==> src/rtl/alu_pkg.sv <==
// Shared operation encodings and controller state constants for the sequential ALU.
package alu_pkg;

    localparam logic [2:0] OP_AND = 3'b000;
    localparam logic [2:0] OP_OR  = 3'b001;
    localparam logic [2:0] OP_ADD = 3'b010;
    localparam logic [2:0] OP_XOR = 3'b011;
    localparam logic [2:0] OP_SUB = 3'b100;
    localparam logic [2:0] OP_SLT = 3'b101;
    localparam logic [2:0] OP_MUL = 3'b110;
    localparam logic [2:0] OP_NOR = 3'b111;

    localparam logic [1:0] ST_IDLE = 2'd0;
    localparam logic [1:0] ST_MUL  = 2'd1;
    localparam logic [1:0] ST_DONE = 2'd2;

endpackage

==> src/rtl/adder_nbit.sv <==
// WIDTH-bit adder with carry-in and carry-out, shared by every arithmetic path of the ALU.
module adder_nbit #(
    parameter int WIDTH = 16
) (
    input  logic [WIDTH-1:0] a,
    input  logic [WIDTH-1:0] b,
    input  logic             cin,
    output logic [WIDTH-1:0] sum,
    output logic             cout
);

    assign {cout, sum} = {1'b0, a} + {1'b0, b} + {{WIDTH{1'b0}}, cin};

endmodule

==> src/rtl/alu_nbit_seq.sv <==
// Sequential ALU: single-cycle logic/add/sub/slt, shift-and-add unsigned multiply over WIDTH cycles.
module alu_nbit_seq #(
    parameter int WIDTH = 16
) (
    input  logic             CLK,
    input  logic             RESET,
    input  logic             START,
    input  logic [2:0]       OP,
    input  logic [WIDTH-1:0] A,
    input  logic [WIDTH-1:0] B,
    input  logic             CIN,
    output logic             READY,
    output logic             DONE,
    output logic [WIDTH-1:0] RESULT,
    output logic [WIDTH-1:0] RESULT_HI,
    output logic             COUT,
    output logic             OVF,
    output logic             ZERO,
    output logic             NEG
);
    import alu_pkg::*;

    localparam int CNT_W = $clog2(WIDTH);

    logic [1:0]       state_q, state_d;
    logic [CNT_W-1:0] cnt_q, cnt_d;
    logic [WIDTH-1:0] mcand_q, mcand_d;
    logic [WIDTH-1:0] acc_hi_q, acc_hi_d;
    logic [WIDTH-1:0] acc_lo_q, acc_lo_d;
    logic [WIDTH-1:0] result_q, result_d;
    logic [WIDTH-1:0] result_hi_q, result_hi_d;
    logic             cout_q, cout_d;
    logic             ovf_q, ovf_d;
    logic             zero_q, zero_d;
    logic             neg_q, neg_d;

    logic             accept;
    logic [WIDTH-1:0] add_x, add_y, add_sum;
    logic             add_ci, add_co;
    logic             add_ovf;
    logic [WIDTH-1:0] op_res;
    logic [WIDTH-1:0] mul_hi_nx, mul_lo_nx;

    adder_nbit #(.WIDTH(WIDTH)) u_adder (
        .a    (add_x),
        .b    (add_y),
        .cin  (add_ci),
        .sum  (add_sum),
        .cout (add_co)
    );

    assign accept    = START && (state_q != ST_MUL);
    assign add_ovf   = (add_x[WIDTH-1] == add_y[WIDTH-1]) && (add_sum[WIDTH-1] != add_x[WIDTH-1]);
    assign mul_hi_nx = {add_co, add_sum[WIDTH-1:1]};
    assign mul_lo_nx = {add_sum[0], acc_lo_q[WIDTH-1:1]};

    // The adder serves the multiply accumulate while in ST_MUL, otherwise the live request.
    always_comb begin
        add_x  = A;
        add_y  = B;
        add_ci = CIN;
        if (state_q == ST_MUL) begin
            add_x  = acc_hi_q;
            add_y  = acc_lo_q[0] ? mcand_q : '0;
            add_ci = 1'b0;
        end else if (OP != OP_ADD) begin
            add_y  = ~B;
            add_ci = 1'b1;
        end
    end

    always_comb begin
        op_res = '0;
        case (OP)
            OP_AND:  op_res = A & B;
            OP_OR:   op_res = A | B;
            OP_XOR:  op_res = A ^ B;
            OP_NOR:  op_res = ~(A | B);
            OP_ADD,
            OP_SUB:  op_res = add_sum;
            OP_SLT:  op_res[0] = add_sum[WIDTH-1] ^ add_ovf;
            default: op_res = '0;
        endcase
    end

    // NOTE: every _d starts from its _q so no path through this block can infer a latch.
    always_comb begin
        state_d     = state_q;
        cnt_d       = cnt_q;
        mcand_d     = mcand_q;
        acc_hi_d    = acc_hi_q;
        acc_lo_d    = acc_lo_q;
        result_d    = result_q;
        result_hi_d = result_hi_q;
        cout_d      = cout_q;
        ovf_d       = ovf_q;
        zero_d      = zero_q;
        neg_d       = neg_q;

        if (state_q == ST_MUL) begin
            acc_hi_d = mul_hi_nx;
            acc_lo_d = mul_lo_nx;
            cnt_d    = cnt_q + CNT_W'(1);
            if (cnt_q == CNT_W'(WIDTH - 1)) begin
                state_d     = ST_DONE;
                cnt_d       = '0;
                result_d    = mul_lo_nx;
                result_hi_d = mul_hi_nx;
                cout_d      = 1'b0;
                ovf_d       = 1'b0;
                zero_d      = ({mul_hi_nx, mul_lo_nx} == '0);
                neg_d       = mul_hi_nx[WIDTH-1];
            end
        end else begin
            state_d = ST_IDLE;
            if (accept && (OP == OP_MUL)) begin
                state_d  = ST_MUL;
                cnt_d    = '0;
                mcand_d  = A;
                acc_hi_d = '0;
                acc_lo_d = B;
            end else if (accept) begin
                state_d     = ST_DONE;
                result_d    = op_res;
                result_hi_d = '0;
                cout_d      = ((OP == OP_ADD) || (OP == OP_SUB)) ? add_co : 1'b0;
                ovf_d       = ((OP == OP_ADD) || (OP == OP_SUB)) ? add_ovf : 1'b0;
                zero_d      = (op_res == '0);
                neg_d       = op_res[WIDTH-1];
            end
        end
    end

    // NOTE: state is updated only with non-blocking assignments so all flops sample together.
    always_ff @(posedge CLK or posedge RESET) begin
        if (RESET) begin
            state_q     <= ST_IDLE;
            cnt_q       <= '0;
            mcand_q     <= '0;
            acc_hi_q    <= '0;
            acc_lo_q    <= '0;
            result_q    <= '0;
            result_hi_q <= '0;
            cout_q      <= 1'b0;
            ovf_q       <= 1'b0;
            zero_q      <= 1'b0;
            neg_q       <= 1'b0;
        end else begin
            state_q     <= state_d;
            cnt_q       <= cnt_d;
            mcand_q     <= mcand_d;
            acc_hi_q    <= acc_hi_d;
            acc_lo_q    <= acc_lo_d;
            result_q    <= result_d;
            result_hi_q <= result_hi_d;
            cout_q      <= cout_d;
            ovf_q       <= ovf_d;
            zero_q      <= zero_d;
            neg_q       <= neg_d;
        end
    end

    assign READY     = (state_q != ST_MUL);
    assign DONE      = (state_q == ST_DONE);
    assign RESULT    = result_q;
    assign RESULT_HI = result_hi_q;
    assign COUT      = cout_q;
    assign OVF       = ovf_q;
    assign ZERO      = zero_q;
    assign NEG       = neg_q;

endmodule

==> config.mk <==
export PLATFORM = sky130hd
export DESIGN_NAME = alu_nbit_seq
export DESIGN_NICKNAME = d
export VERILOG_FILES = /design/src/rtl/alu_pkg.sv /design/src/rtl/adder_nbit.sv /design/src/rtl/alu_nbit_seq.sv
export SDC_FILE = /design/constraint.sdc
export NUM_CORES = 1
export LEC_CHECK = 0
export ABC_CLOCK_PERIOD_IN_PS = 4700
export CAP_MARGIN = 40
export CORE_MARGIN = 2
export CORE_UTILIZATION = 28
export DETAILED_ROUTE_END_ITERATION = 6
export PLACE_DENSITY = 0.53
export SETUP_SLACK_MARGIN = 0.15
export SKIP_CTS_REPAIR_TIMING = 1
export SLEW_MARGIN = 25
export SYNTH_ARGS = -nofsm -noshare
export SYNTH_HDL_FRONTEND = slang
export SYNTH_SLANG_ARGS = --single-unit
==> constraint.sdc <==
create_clock -name CLK -period 4.7 [get_ports CLK]
set_input_delay 1.41 -clock CLK [delete_from_list [all_inputs] [get_ports CLK]]
set_output_delay 1.41 -clock CLK [all_outputs]
set_load 0.02 [all_outputs]
==> run_results.csv <==
group,metric,value,unit
synth,synth_most_common_cell,"nand2_1",
die,initial_utilization,28.6,%
timing,setup_total_negative_slack,0,ns
power,p_leak,3.90,nW
placed_design,globalplace.congestion,0.905,
finish,syn_to_final_growth,34.6,%
global_routing,grt-ovfl-total,0,
synth,synth.top_cell.area_share,36.0,%
clock_tree,cts.sinks,90,
synth,number_of_flops_mapped_to_enable_cells_by_yosys,0,
synth,synth.cell_area,6260,um^2
synth,ys_dominant_reg_cell,"dfrtp_1",
power,maximum_vdd_drop,148,uV
global_routing,number_of_global_route_vias_before_repair,5912,
global_routing,grt_max_degree,91,
global_routing,groute.usage.overall,18.8,%
timing,min_period_over_period,92.7,%
die,die_width,154,um
run_status,status,"finished, final reports clean",
synth,yosysWarnings,0,
placed_design,port_buffers,76,
timing,max-slew-margin-rel,57.5,%
route,first_pass_iters,5,
clock_tree,clock_latency,0.35,ns
die,floorplan.io_pins,77,
setup_path,max_fanout_on_critical_path,3,
route,dr_total_vias,6066,
synth,synthTopCellsByArea,"dfrtp_1 (36%), ha_1 (9.8%), nand2_1 (7.7%)",
timing,timing.final.setup_violations,0,
synth,syn_area_per_cell,8.44,um^2
die,core_area,21900,um^2
synth,synth.ff_latch_count,90,
timing,maxClockFrequency,230,MHz
synth,synthesis.nets,832,
finish,antenna-diode-count,0,
clock_tree,cts-root-buf,"clkbuf_16",
setup_path,crit_chain,"clkdlybuf4s50_1 > inv_1 > xnor2_1 > nand2_1 > o21ai_0 > ha_1 > nor2b_1 > o221a_4 > o211ai_2 > a21boi_2 > a311o_1 > a2111oi_2 > or2_1 > nor2_1 > o31ai_2",
timing,final-max-slew-violation-count,0,
route,detail_route.drc_violations,0,
timing,max_slew.worst_pin.slew,0.638,ns
power,powerDensity,379,nW/um^2
synth,postSynthCellCount,742,
route,wl,21.8,mm
clock_tree,cts_tree,"yes",
die,floorplan.die.height,154,um
setup_path,timing.critical_path.to_type,"flop",
timing,report.final.hold_viol_count,0,
timing,rsz_0062_raised_after_global_routing,"false",
global_routing,wire_length_of_the_first_global_routing_pass,34.2,mm
setup_path,worst_path_largest_cell_delay,0.50,ns
finish,nets,979,
synth,synth_cell_type_count,69,
timing,finalWorstPathRequiredPeriod,4.36,ns
finish,final_area,8430,um^2
die,die_area,23600,um^2
setup_path,worstPathRequired,4.96,ns
route,wl_per_cell,18.6,um
timing,fin_skew,0.00976,ns
placed_design,post_dp_hpwl,16.7,mm
synth,synthArstFlopShare,100,%
clock_tree,clkSlewWorstSetupHoldPaths,0.07,ns
synth,synth.yosys.seq_area_share,36.0,%
route,drt_iter0_markers,417,
route,route.antenna.remaining_nets,0,
setup_path,critical_path_cell_with_the_highest_stage_delay,"clkdlybuf4s50_1",
flow_run,timing.max_cap.violations,0,
route,via_per_inst,5.17,
clock_tree,ctsHtreeMaxLevel,3,
clock_tree,cts-root-to-sink-buffers,2,
min_path,min-delay-path-class,"reg2reg",
timing,holdWs,0.473,ns
die,std_cell_rows,54,
global_routing,antenna_violations_before_repair,0,
synth,synth_commonest_cells,"nand2_1 (129), dfrtp_1 (90), o21ai_0 (61)",
finish,utilization,38.5,%
finish,fill_cells,2293,
setup_path,cp-start-kind,"primary input",
setup_path,critPathArrivalTime,4.62,ns
finish,drive_gt1_share,18.9,%
clock_tree,cts_made_buffers,9,
synth,synthDominantAreaCellType,"dfrtp_1",
setup_path,critPathKind,"in2reg",
placed_design,detailed_place.area,8040,um^2
[layout by cell type, fill, tap and decap left out, types with 3 or more instances in the layout]
| cell type | instances |
|---|---|
| mux2_2 | 18 |
| dlymetal6s2s_1 | 5 |
| nand3b_1 | 3 |
| nor4_1 | 6 |
| a21oi_1 | 15 |
| inv_2 | 4 |
| clkbuf_16 | 9 |
| o31ai_1 | 14 |
| a21o_1 | 13 |
| a22oi_1 | 6 |
| o211ai_1 | 7 |
| nand2b_1 | 11 |
| and2_1 | 3 |
| a211oi_1 | 12 |
| a311oi_1 | 3 |
| nor2b_1 | 7 |
| dfrtp_1 | 90 |
| buf_4 | 102 |
| mux2i_1 | 4 |
| nor2_1 | 59 |
| o21ai_0 | 60 |
| ha_1 | 49 |
| a22o_1 | 4 |
| nand2_1 | 128 |
| xor2_1 | 5 |
| inv_1 | 39 |
| a31oi_1 | 19 |
| nand4_1 | 5 |
| nand3_1 | 22 |
| xnor2_1 | 18 |
| clkdlybuf4s50_1 | 71 |
| a41oi_1 | 3 |
| and3_1 | 3 |
| nor3_1 | 8 |
[routing by layer]
metal  track usage (%)  share of wire (%)
met1              26.0                 47
met2              29.8                 45
met3              3.18                5.0
met4              6.77                3.4
met5                 0                  0
[power by group]
| group | internal (mW) | switching (mW) | leakage [nW] |
|---|---|---|---|
| clock | 0.483 | 0.334 | 0.157 |
| combinational | 0.599 | 0.673 | 2.61 |
| sequential | 0.966 | 0.138 | 1.13 |
[layout make-up]
class / count / area [um^2] / area share [%]
inverters: 45 / 171 / 2.03
flip-flops and latches: 90 / 2250 / 26.7
well taps: 280 / 350 / 4.15
clock inverters: 5 / 87.6 / 1.04
multi-input cells: 562 / 3750 / 44.5
clock buffers: 10 / 239 / 2.83
repair buffers: 181 / 1580 / 18.8
[path summary, 6_finish.rpt]
check                                               from                       end  slack, ns  cells past startpoint
worst max-delay path                                B[1]     RESULT[0]$_DFFE_PP0P_       0.34                     15
worst min-delay path            RESULT_HI[4]$_DFFE_PP0P_  RESULT_HI[4]$_DFFE_PP0P_       0.47                      2
worst max register to register    state_q[1]$_DFFE_PP0P_     RESULT[0]$_DFFE_PP0P_       0.76                     13
worst min register to register  RESULT_HI[4]$_DFFE_PP0P_  RESULT_HI[4]$_DFFE_PP0P_       0.47                      2
max in group asynchronous                          RESET    mcand_q[7]$_DFFE_PP0P_       2.79                      3
min in group asynchronous                          RESET      cnt_q[1]$_DFFE_PP0P_       1.53                      3
[critical path, delay by kind of cell]
kind	cells	cell delay (ns)
and+or+nand+nor	4	0.45
AOI/OAI and AO/OA	7	1.75
adders and majority gates	1	0.28
xor gates and xnor gates	1	0.15
buffers and inverters	2	0.58
[sequential cells by signal (all words and copies together) (netlist names)]
register,count
state_q,2
acc_hi_q,16
mcand_q,16
OVF,1
COUT,1
RESULT,16
ZERO,1
acc_lo_q,16
cnt_q,4
NEG,1
RESULT_HI,16
[metrics by stage]
step,cells,worst slack [ns],power [mW]
after floorplan,742,-0.0671,1.75
after global placement,1156,-0.401,2.35
after detailed placement,1156,-0.449,2.36
after CTS,1171,-0.0866,3.19
after global routing,1173,0.186,3.38
final,1173,0.343,3.19
[kinds of logic after synthesis]
logic type               synth area share (%)
AO/OA/AOI/OAI                            20.4
XOR/XNOR                                 3.78
adder cells (fa/ha/maj)                  10.4
buffers and inverters                    5.57
flip-flops                               36.0
multiplexers                             4.24
AND/OR/NAND/NOR                          19.7
Note: power is estimated with default switching activity, not from simulation.
